===== src/rtl/rr_sel_arbiter.sv =====
// Round-robin arbiter driving a registered mux select plus one-hot grant under a valid/ready handshake.
// Optional per-grant burst holding is enabled by defining RR_ARB_BURST_EN.
module rr_sel_arbiter #(
  parameter int N_IN  = 4,
  parameter int BURST = 4
) (
  input  logic                    clk,
  input  logic                    rst_n,
  input  logic [N_IN-1:0]         req,
  input  logic                    out_ready,
  output logic                    out_valid,
  output logic [$clog2(N_IN)-1:0] sel,
  output logic [N_IN-1:0]         grant
);

  localparam int SW = $clog2(N_IN);

  if (N_IN < 2 || N_IN > 64 || BURST < 1) begin : g_param_check
    $error("rr_sel_arbiter: N_IN must be 2..64 and BURST must be >= 1");
  end

  typedef enum logic {IDLE, GRANT} state_t;

  state_t          state;
  logic [SW-1:0]   ptr;
  logic [SW-1:0]   sel_inc;
  logic [SW-1:0]   base;
  logic [SW-1:0]   win_idx;
  logic [N_IN-1:0] win_oh;
  logic            win_found;

  assign sel_inc = (sel == SW'(N_IN - 1)) ? '0 : sel + SW'(1);
  // On an accept the search starts just past the served source, so it becomes lowest priority.
  assign base    = (state == GRANT) ? sel_inc : ptr;

  // NOTE: every comb output gets a default before the loop so no latch is inferred.
  always_comb begin
    int idx;
    win_found = 1'b0;
    win_idx   = '0;
    win_oh    = '0;
    // Walk from the farthest offset down so the nearest set bit to base wins.
    for (int k = N_IN - 1; k >= 0; k--) begin
      idx = int'(base) + k;
      if (idx >= N_IN) idx = idx - N_IN;
      if (req[idx]) begin
        win_found = 1'b1;
        win_idx   = SW'(idx);
      end
    end
    win_oh[win_idx] = win_found;
  end

`ifdef RR_ARB_BURST_EN
  localparam int CW = $clog2(BURST + 1);
  logic [CW-1:0] beat_cnt;
  logic          hold;

  assign hold = req[sel] && (int'(beat_cnt) + 1 < BURST);
`endif

  // NOTE: sequential state uses non-blocking assignments so all flops update together.
  always_ff @(posedge clk or negedge rst_n) begin
    if (!rst_n) begin
      state     <= IDLE;
      out_valid <= 1'b0;
      sel       <= '0;
      grant     <= '0;
      ptr       <= '0;
`ifdef RR_ARB_BURST_EN
      beat_cnt  <= '0;
`endif
    end else begin
      case (state)
        IDLE: begin
          if (win_found) begin
            state     <= GRANT;
            out_valid <= 1'b1;
            sel       <= win_idx;
            grant     <= win_oh;
          end
`ifdef RR_ARB_BURST_EN
          beat_cnt <= '0;
`endif
        end
        GRANT: begin
          if (out_ready) begin
`ifdef RR_ARB_BURST_EN
            if (hold) begin
              beat_cnt <= beat_cnt + CW'(1);
            end else begin
              beat_cnt <= '0;
`else
            begin
`endif
              ptr <= sel_inc;
              if (win_found) begin
                sel   <= win_idx;
                grant <= win_oh;
              end else begin
                state     <= IDLE;
                out_valid <= 1'b0;
                grant     <= '0;
              end
            end
          end
        end
        default: begin
          state     <= IDLE;
          out_valid <= 1'b0;
          grant     <= '0;
        end
      endcase
    end
  end

endmodule

===== config.mk =====
export PLATFORM = sky130hd
export DESIGN_NAME = rr_sel_arbiter
export DESIGN_NICKNAME = d
export VERILOG_FILES = /design/src/rtl/rr_sel_arbiter.sv
export SDC_FILE = /design/constraint.sdc
export NUM_CORES = 1
export LEC_CHECK = 0
export CORE_MARGIN = 1
export CORE_UTILIZATION = 56
export CTS_BUF_LIST = sky130_fd_sc_hd__clkbuf_4
export CTS_CLUSTER_DIAMETER = 100
export DETAILED_ROUTE_END_ITERATION = 16
export PLACE_DENSITY_LB_ADDON = 0.3
export REMOVE_ABC_BUFFERS = 1
export SYNTH_ARGS = -nofsm -noshare
export SYNTH_HDL_FRONTEND = slang
export SYNTH_SLANG_ARGS = --single-unit

===== constraint.sdc =====
create_clock -name clk -period 3.6 [get_ports clk]
set_input_delay 0.36 -clock clk [delete_from_list [all_inputs] [get_ports clk]]
set_output_delay 0.36 -clock clk [all_outputs]
set_load 0.02 [all_outputs]

==> results_dict.tcl <==
set metrics [dict create \
    cp.arrival_ns 2.05 \
    ys_ff_latch 10 \
    yosysSeqAreaShare_pct 34.4 \
    finalHoldViolations 0 \
    clock_power_share_pct 12.6 \
    rsz0062_at_grt "false" \
    postCtsSetupBuffers 0 \
    row_count 12 \
    cts_tree "built" \
    root_buffer "clkbuf_4" \
    synth.most_common_cell "dfrtp_1" \
    area_growth_pct 18.8 \
    drc_errors 0 \
    power.internal_uw 337 \
    ctsResizeCount 0 \
    power_density_nw_per_um2 683 \
    synth_area_leaders "dfrtp_1 34%, a21oi_1 4.8%, o21ai_0 4.8%" \
    htree_levels 1 \
    vias_per_cell 6.58 \
    die_w_um 38.0 \
    yosysTopAreaCell "dfrtp_1" \
    grtUsageTotal_pct 27.0 \
    fmax_mhz 525 \
    routed_wl_mm 1.69 \
    wl_per_cell_um 15.8 \
    dp_hpwl_mm 1.25 \
    clk_path_buf_depth 2 \
    core_um2 1160 \
    dieArea_um2 1450 \
    p_comb_share_pct 55.2 \
    synthArstFlopShare_pct 100 \
    synth_warnings 0 \
    cts.sinks 10 \
    path_class "in -> reg" \
    nets 103 \
    worstRegToRegCells 5 \
    whs_ns 0.422 \
    start_util_pct 62.9 \
    finalWorstPathRequiredPeriod_ns 1.91 \
    layout-drive-gt1-share_pct 10.8 \
    num_vias 704 \
    antenna_cells 0 \
    avgSynthCellArea_um2 8.97 \
    first_pass_iters 4 \
    grt_overflow 0 \
    insertion_delay_ns 0.26 \
    vdd_drop_max_mv 0.408 \
    synth_area_um2 727 \
    yosysTopAreaCellShare_pct 34.4 \
    antenna_found_initial 0 \
    ys.flop_type "dfrtp_1" \
    cp.required_ns 3.74 \
    grt_pass1_wl_mm 2.72 \
    synth_common_cells "10 x dfrtp_1, 7 x a21oi_1, 7 x nand2_1, 7 x o21ai_0" \
    drt_iter0_markers 30 \
    tightest_slew_ns 0.468 \
    fillers 91 \
    io_buffers 13 \
    cts-hold-fix-buffers 0 \
    fin_setup_tns_ns 0 \
    fin_crit_sh_pct 52.9 \
    maxSlewViolCount 0 \
    gp_congestion 0.895 \
    critPathMaxFanout 11 \
    p_seq_share_pct 32.1 \
    antenna_left 0 \
    relSlewSlack_pct 68.7 \
    grt_pass1_vias 616 \
    skew_ns 0.00557 \
    swShare_pct 42.9 \
    cap_violations 0 \
    power.net_switching_uw 253 \
    holdCritPathClass "in -> async" \
    end_kind "flip-flop" \
    synth_cells 81 \
    numCtsBuffers 3 \
    p_leak_uw 0.000373 \
    clk_transition_reported_paths_ns 0.07 \
    die_h_um 38.0 \
    status "complete, no violations" \
    grt_max_degree 12 \
    setup_viol 0 \
    synth_enable_flop_cells 0 \
    io_pins 14 \
    start_kind "input port" \
    ys_types 37 \
]
==> cell type report <==
class / instances / area, um^2 / share of cell area (%)
timing repair buffer: 13 / 130 / 15.1
inverter: 6 / 22.5 / 2.61
tap: 14 / 17.5 / 2.03
multi-input combinational: 61 / 420 / 48.7
clock buffer: 3 / 22.5 / 2.61
sequential: 10 / 250 / 29.0
==> per-layer routing <==
layer	global-route usage (%)	up-vias	routed length, um
met5	0	-	0
met4	2.68	0	0
met3	3.49	0	126
met2	45.8	41	789
met1	37.7	326	775
li1	-	337	-
==> registers in the layout (all words and copies together), names as in the netlist <==
name	flops
state	1
ptr	2
sel	2
grant	4
out_valid	1
==> path summary, 6_finish.rpt <==
check                                        start              endpoint  slack [ns]
worst max-delay path                        req[3]    sel[1]$_DFFE_PN0P_        1.69
worst min-delay path                         rst_n       state$_DFF_PN0_        0.42
worst max register to register  sel[0]$_DFFE_PN0P_    sel[1]$_DFFE_PN0P_        1.80
worst min register to register  sel[1]$_DFFE_PN0P_    sel[1]$_DFFE_PN0P_        0.54
max in group asynchronous                    rst_n  grant[3]$_DFFE_PN0P_        2.86
min in group clk                sel[1]$_DFFE_PN0P_    sel[1]$_DFFE_PN0P_        0.54
==> cells in the final DEF, fill, tap and decap left out, types with 2 or more instances in the layout <==
master	synthesis	final
dfrtp_1	10	10
clkbuf_4	0	3
o21ai_1	3	3
inv_1	6	6
clkdlybuf4s50_1	0	13
a21oi_1	7	7
o21ai_0	7	7
nor2_1	6	6
and3_1	2	2
a32oi_1	2	2
a22oi_1	2	2
nand2_1	7	7
o221ai_1	2	2
==> kinds of logic after synthesis <==
| group | Yosys count | synth area share (%) |
|---|---|---|
| buf+inv | 10 | 7.74 |
| compound gates | 33 | 30.1 |
| flops | 10 | 34.4 |
| simple gates | 24 | 19.3 |
| mux | 3 | 6.71 |
| fa+ha+maj | 1 | 1.72 |
==> power by group through the flow <==
stage | clock (uW) | combinational, uW | sequential (uW)
3_3_place_gp | 0 | 313 | 187
2_1_floorplan | 0 | 182 | 216
3_5_place_dp | 0 | 322 | 190
4_1_cts | 74.8 | 323 | 188
6_report | 74.4 | 326 | 190
5_1_grt | 81.2 | 353 | 193
==> critical path, cell delays in order <==
cell             delay (ns)
clkdlybuf4s50_1        0.62
nor4_4                 0.51
or2_2                  0.23
a21oi_1                0.05
a32o_1                 0.27
==> through the flow <==
| stage | total power [uW] | util (%) | std cells | cell area (um^2) | setup slack (ns) |
|---|---|---|---|---|---|
| floorplan | 398 | - | 77 | 693 | 1.90 |
| global placement | 500 | 72.7 | 104 | 841 | 1.52 |
| detailed placement | 512 | 72.7 | 104 | 841 | 1.47 |
| CTS | 586 | 74.7 | 107 | 863 | 1.73 |
| global route | 627 | 74.7 | 107 | 863 | 1.65 |
| finish | 590 | 74.7 | 107 | 863 | 1.69 |
Power figures use the tool's default switching activity.
==> variant 1 (same flow settings) <==
The option `RR_ARB_BURST_EN` is turned on by a define.
--- a/src/rtl/rr_sel_arbiter.sv
+++ b/src/rtl/rr_sel_arbiter.sv
@@ -1,4 +1,6 @@
 // Round-robin arbiter driving a registered mux select plus one-hot grant under a valid/ready handshake.
 // Optional per-grant burst holding is enabled by defining RR_ARB_BURST_EN.
+`define RR_ARB_BURST_EN
+
 module rr_sel_arbiter #(
   parameter int N_IN  = 4,
Formal check against the unedited RTL: not equivalent (Yosys sat finds a counterexample within 4 cycles, from zero or initial values and one cycle with rst_n low).
==> variant 1 against the unedited design <==
Sequential share of layout area increased by 5.2 points. Worst setup slack got worse by 0.15 ns. Area after synthesis increased by 7.7%. Sequential cell count up 3. Total power rose by 29%. Final area increased by 10%. Global-route usage fell by 3.6 points. Wire length is 2.7% lower. Critical endpoint is now grant[1]$_DFFE_PN0P_. Highest routed layer is now met4.
==> variant 1: results <==
export IMPL_synth_sequential_area_ratio=0.415
export IMPL_port_buffers=13
export IMPL_cts_hold_buf=0
export IMPL_fillers=103
export IMPL_worst_slack_ns=1.54
export IMPL_cts_made_buffers=3
export IMPL_num_antenna_cells=0
export IMPL_grt_pass1_wl_mm=2.32
export IMPL_clockRootBuffer="clkbuf_4"
export IMPL_hpwl_mm=1.26
export IMPL_clock_path_buffers=2
export IMPL_seq_power_share=0.331
export IMPL_p_leak_nw=0.428
export IMPL_r2r_start="sel[0]$_DFFE_PN0P_"
export IMPL_dp_slack_ns=1.36
export IMPL_outcome="finished clean"
export IMPL_postCtsResizedCells=0
export IMPL_skew_ns=0.00200
export IMPL_avgViaCountPerCell=6.07
export IMPL_dpl_cell_area_sq_um=921
export IMPL_drive_above_1_share=0.176
export IMPL_yosysWarnings=0
export IMPL_place_gp_congestion=0.753
export IMPL_reg2reg_depth=6
export IMPL_switching_share=0.390
export IMPL_peakVddDrop_mv=0.421
export IMPL_crit_arrival_ns=2.21
export IMPL_crit_path_max_fanout=9
export IMPL_gr_usage_all_layers=0.234
export IMPL_antenna_found_initial=0
export IMPL_clock_latency_ns=0.27
export IMPL_initialDrtViolationCount=14
export IMPL_wl_mm=1.65
export IMPL_synthTopCellsByCount="dfrtp_1, mux2_2, nand2_1"
export IMPL_top_regs="grant: 4 flops, beat_cnt: 3 flops"
export IMPL_ys_async_sr_fraction=1.00
export IMPL_grt_max_degree=14
export IMPL_dr_pass1_iters=4
export IMPL_synth_area_leaders="dfrtp_1, mux2_2, ha_1, nor2b_1, mux2i_1"
export IMPL_synth_cell_types=35
export IMPL_startpoint="sel[0]$_DFFE_PN0P_"
export IMPL_critPathKind="flip-flop to flip-flop"
export IMPL_first_global_vias=563
export IMPL_power_clock_mw=0.0937
export IMPL_layout_nets=101
export IMPL_clk_pin_slew_ns=0.07
export IMPL_slew_headroom=0.630
export IMPL_cts_htree_levels=1
export IMPL_rr_endpoint="grant[1]$_DFFE_PN0P_"
export IMPL_hold_class="primary input to asynchronous set/reset pin"
export IMPL_cts_setup_buffers=0
export IMPL_ys_flop_type="dfrtp_1"
export IMPL_seq_power_mw=0.253
export IMPL_cap_violations=0
variant 1: changes by cell type in the layout (fill, tap and decap cells not counted), moves of 3 or more:
cell / before / now
dfrtp_1: 10 / 13
a21oi_1: 7 / 2
nor2_1: 6 / 3
mux2_2: 1 / 7
inv_1: 6 / 3
o21ai_0: 7 / 2
nor2b_1: 0 / 4
variant 1: critical path, stage by stage, from the launching register on:
cell	delay, ns
dfrtp_1	0.48
ha_1	0.26
or3b_1	0.40
nand4_1	0.13
nand2_1	0.08
or3_1	0.36
a22o_1	0.25
variant 1: through the flow:
step / hold slack, ns / instances
global placement: 0.481 / 102
global route: 0.502 / 106
detailed placement: 0.480 / 102
finish: 0.447 / 106
CTS: 0.457 / 106
floorplan: 0.0644 / 74
variant 1: kinds of logic (layout without fill, tap and decap cells):
logic type               Yosys count  after routing  synth area share
flip-flops                        13             13             0.415
multiplexers                       9              9             0.126
AND/OR/NAND/NOR                   27             27             0.209
adder cells (fa/ha/maj)            2              2            0.0319
buffers and inverters              4             20            0.0288
AO/OA/AOI/OAI                     20             20             0.189
variant 1: cell type report:
| type | instances | area (sq um) | area share |
|---|---|---|---|
| multi-input combinational | 58 | 435 | 0.458 |
| inverter | 3 | 11.3 | 0.0118 |
| sequential | 13 | 325 | 0.342 |
| timing repair buffer | 13 | 130 | 0.137 |
| clock buffer | 4 | 30.0 | 0.0316 |
| tap | 15 | 18.8 | 0.0197 |
variant 1: layer usage:
metal / vias up / wire (microns) / track usage
li1: 314 / - / -
met1: 309 / 710 / 0.275
met2: 16 / 865 / 0.426
met3: 4 / 46 / 0.0170
met4: 0 / 22 / 0.103
met5: - / 0 / 0
==> variant 2 (config.mk and constraints unchanged) <==
Without the edit above. The parameter `N_IN` goes from 4 to 8.
--- a/src/rtl/rr_sel_arbiter.sv
+++ b/src/rtl/rr_sel_arbiter.sv
@@ -2,5 +2,5 @@
 // Optional per-grant burst holding is enabled by defining RR_ARB_BURST_EN.
 module rr_sel_arbiter #(
-  parameter int N_IN  = 4,
+  parameter int N_IN  = 8,
   parameter int BURST = 4
 ) (
Interface: changed (resized grant, req and sel); port bits go from 14 to 23. No check against the original RTL was run, so the function may have changed too.
==> variant 2 against the unedited design <==
Wire length rose to 3.3 times the old value. Sequential cell count rose by 6. Register-to-register slack got worse by 1.7 ns. Area after synthesis grew to 2.6 times the old value. Final area increased to 2.7 times the old value. Worst setup slack worse by 1.6 ns. Critical endpoint is now grant[7]$_DFFE_PN0P_.
Power is left out: the tool's default activity adds up to more than one toggle a clock period on the data nets, which glitch-free logic cannot reach.
==> variant 2: results <==
export IMPL_outcome="finished clean"
export IMPL_wl_met1_mm=2.30
export IMPL_clock_latency_ns=0.29
export IMPL_skew_ns=0.00737
export IMPL_use_met2=0.559
export IMPL_seq_area_frac=0.174
export IMPL_dr_pass1_iters=5
export IMPL_dpl_cell_count=293
export IMPL_layout_nets=269
export IMPL_gr_usage_all_layers=0.331
export IMPL_initialDrtViolationCount=197
export IMPL_slew_headroom=0.498
export IMPL_finalNonFillerCells=297
export IMPL_netlist_area_sq_um=1920
export IMPL_fillers=253
export IMPL_wl_per_cell_microns=18.5
export IMPL_avgViaCountPerCell=6.80
export IMPL_crit_arrival_ns=3.64
export IMPL_synth_cell_types=54
export IMPL_crit_end="grant[7]$_DFFE_PN0P_"
export IMPL_first_global_vias=1934
export IMPL_dpl_cell_area_sq_um=2240
export IMPL_dr_wl_met3_microns=441
export IMPL_met3_usage=0.0490
export IMPL_avgSynthCellArea_sq_um=8.44
export IMPL_grt_pass1_wl_mm=9.00
export IMPL_top_regs="grant: 8 flops, ptr: 3 flops, sel: 3 flops"
export IMPL_crit_path_max_fanout=13
export IMPL_port_buffers=22
export IMPL_highest_layer="met4"
export IMPL_drive_above_1_share=0.194
export IMPL_critPathKind="flip-flop to flip-flop"
export IMPL_synthTopCellsByCount="nand2_1, o21ai_0, dfrtp_1, mux2i_1, nand3_1"
export IMPL_dp_slack_ns=0.0861
export IMPL_r2r_start="sel[1]$_DFFE_PN0P_"
export IMPL_synth_area_leaders="dfrtp_1, mux2i_1, mux4_2, o21ai_0, mux2_2"
export IMPL_clk_pin_slew_ns=0.09
export IMPL_syn_to_final_growth_pct=19.5
export IMPL_clock_area_frac=0.0114
==> variant 2: changes by cell type after synthesis, sizes merged, moves of 7 or more <==
cell | before | now
clkbuf | 1 | 8
o21ai | 10 | 25
mux2i | 1 | 17
nand3 | 0 | 12
nand2 | 7 | 23
==> variant 2: cells by family (layout without fill, tap and decap cells) <==
| group | after synthesis | after routing | share of synthesized area |
|---|---|---|---|
| simple gates | 76 | 76 | 0.209 |
| xor+xnor | 3 | 3 | 0.0176 |
| buf+inv | 23 | 48 | 0.0553 |
| compound gates | 75 | 75 | 0.272 |
| mux | 31 | 31 | 0.212 |
| flops | 16 | 16 | 0.208 |
| fa+ha+maj | 4 | 4 | 0.0260 |
==> variant 2: worst max-delay path, stage by stage, from the launching register on <==
cell,delay (ns)
dfrtp_1,0.41
ha_1,0.19
ha_2,0.20
nand3b_1,0.19
and2_1,0.18
buf_4,0.20
inv_2,0.08
ha_1,0.26
xnor2_2,0.16
mux4_2,0.37
o41ai_2,0.08
a211oi_1,0.11
or4_4,0.54
o41ai_1,0.38
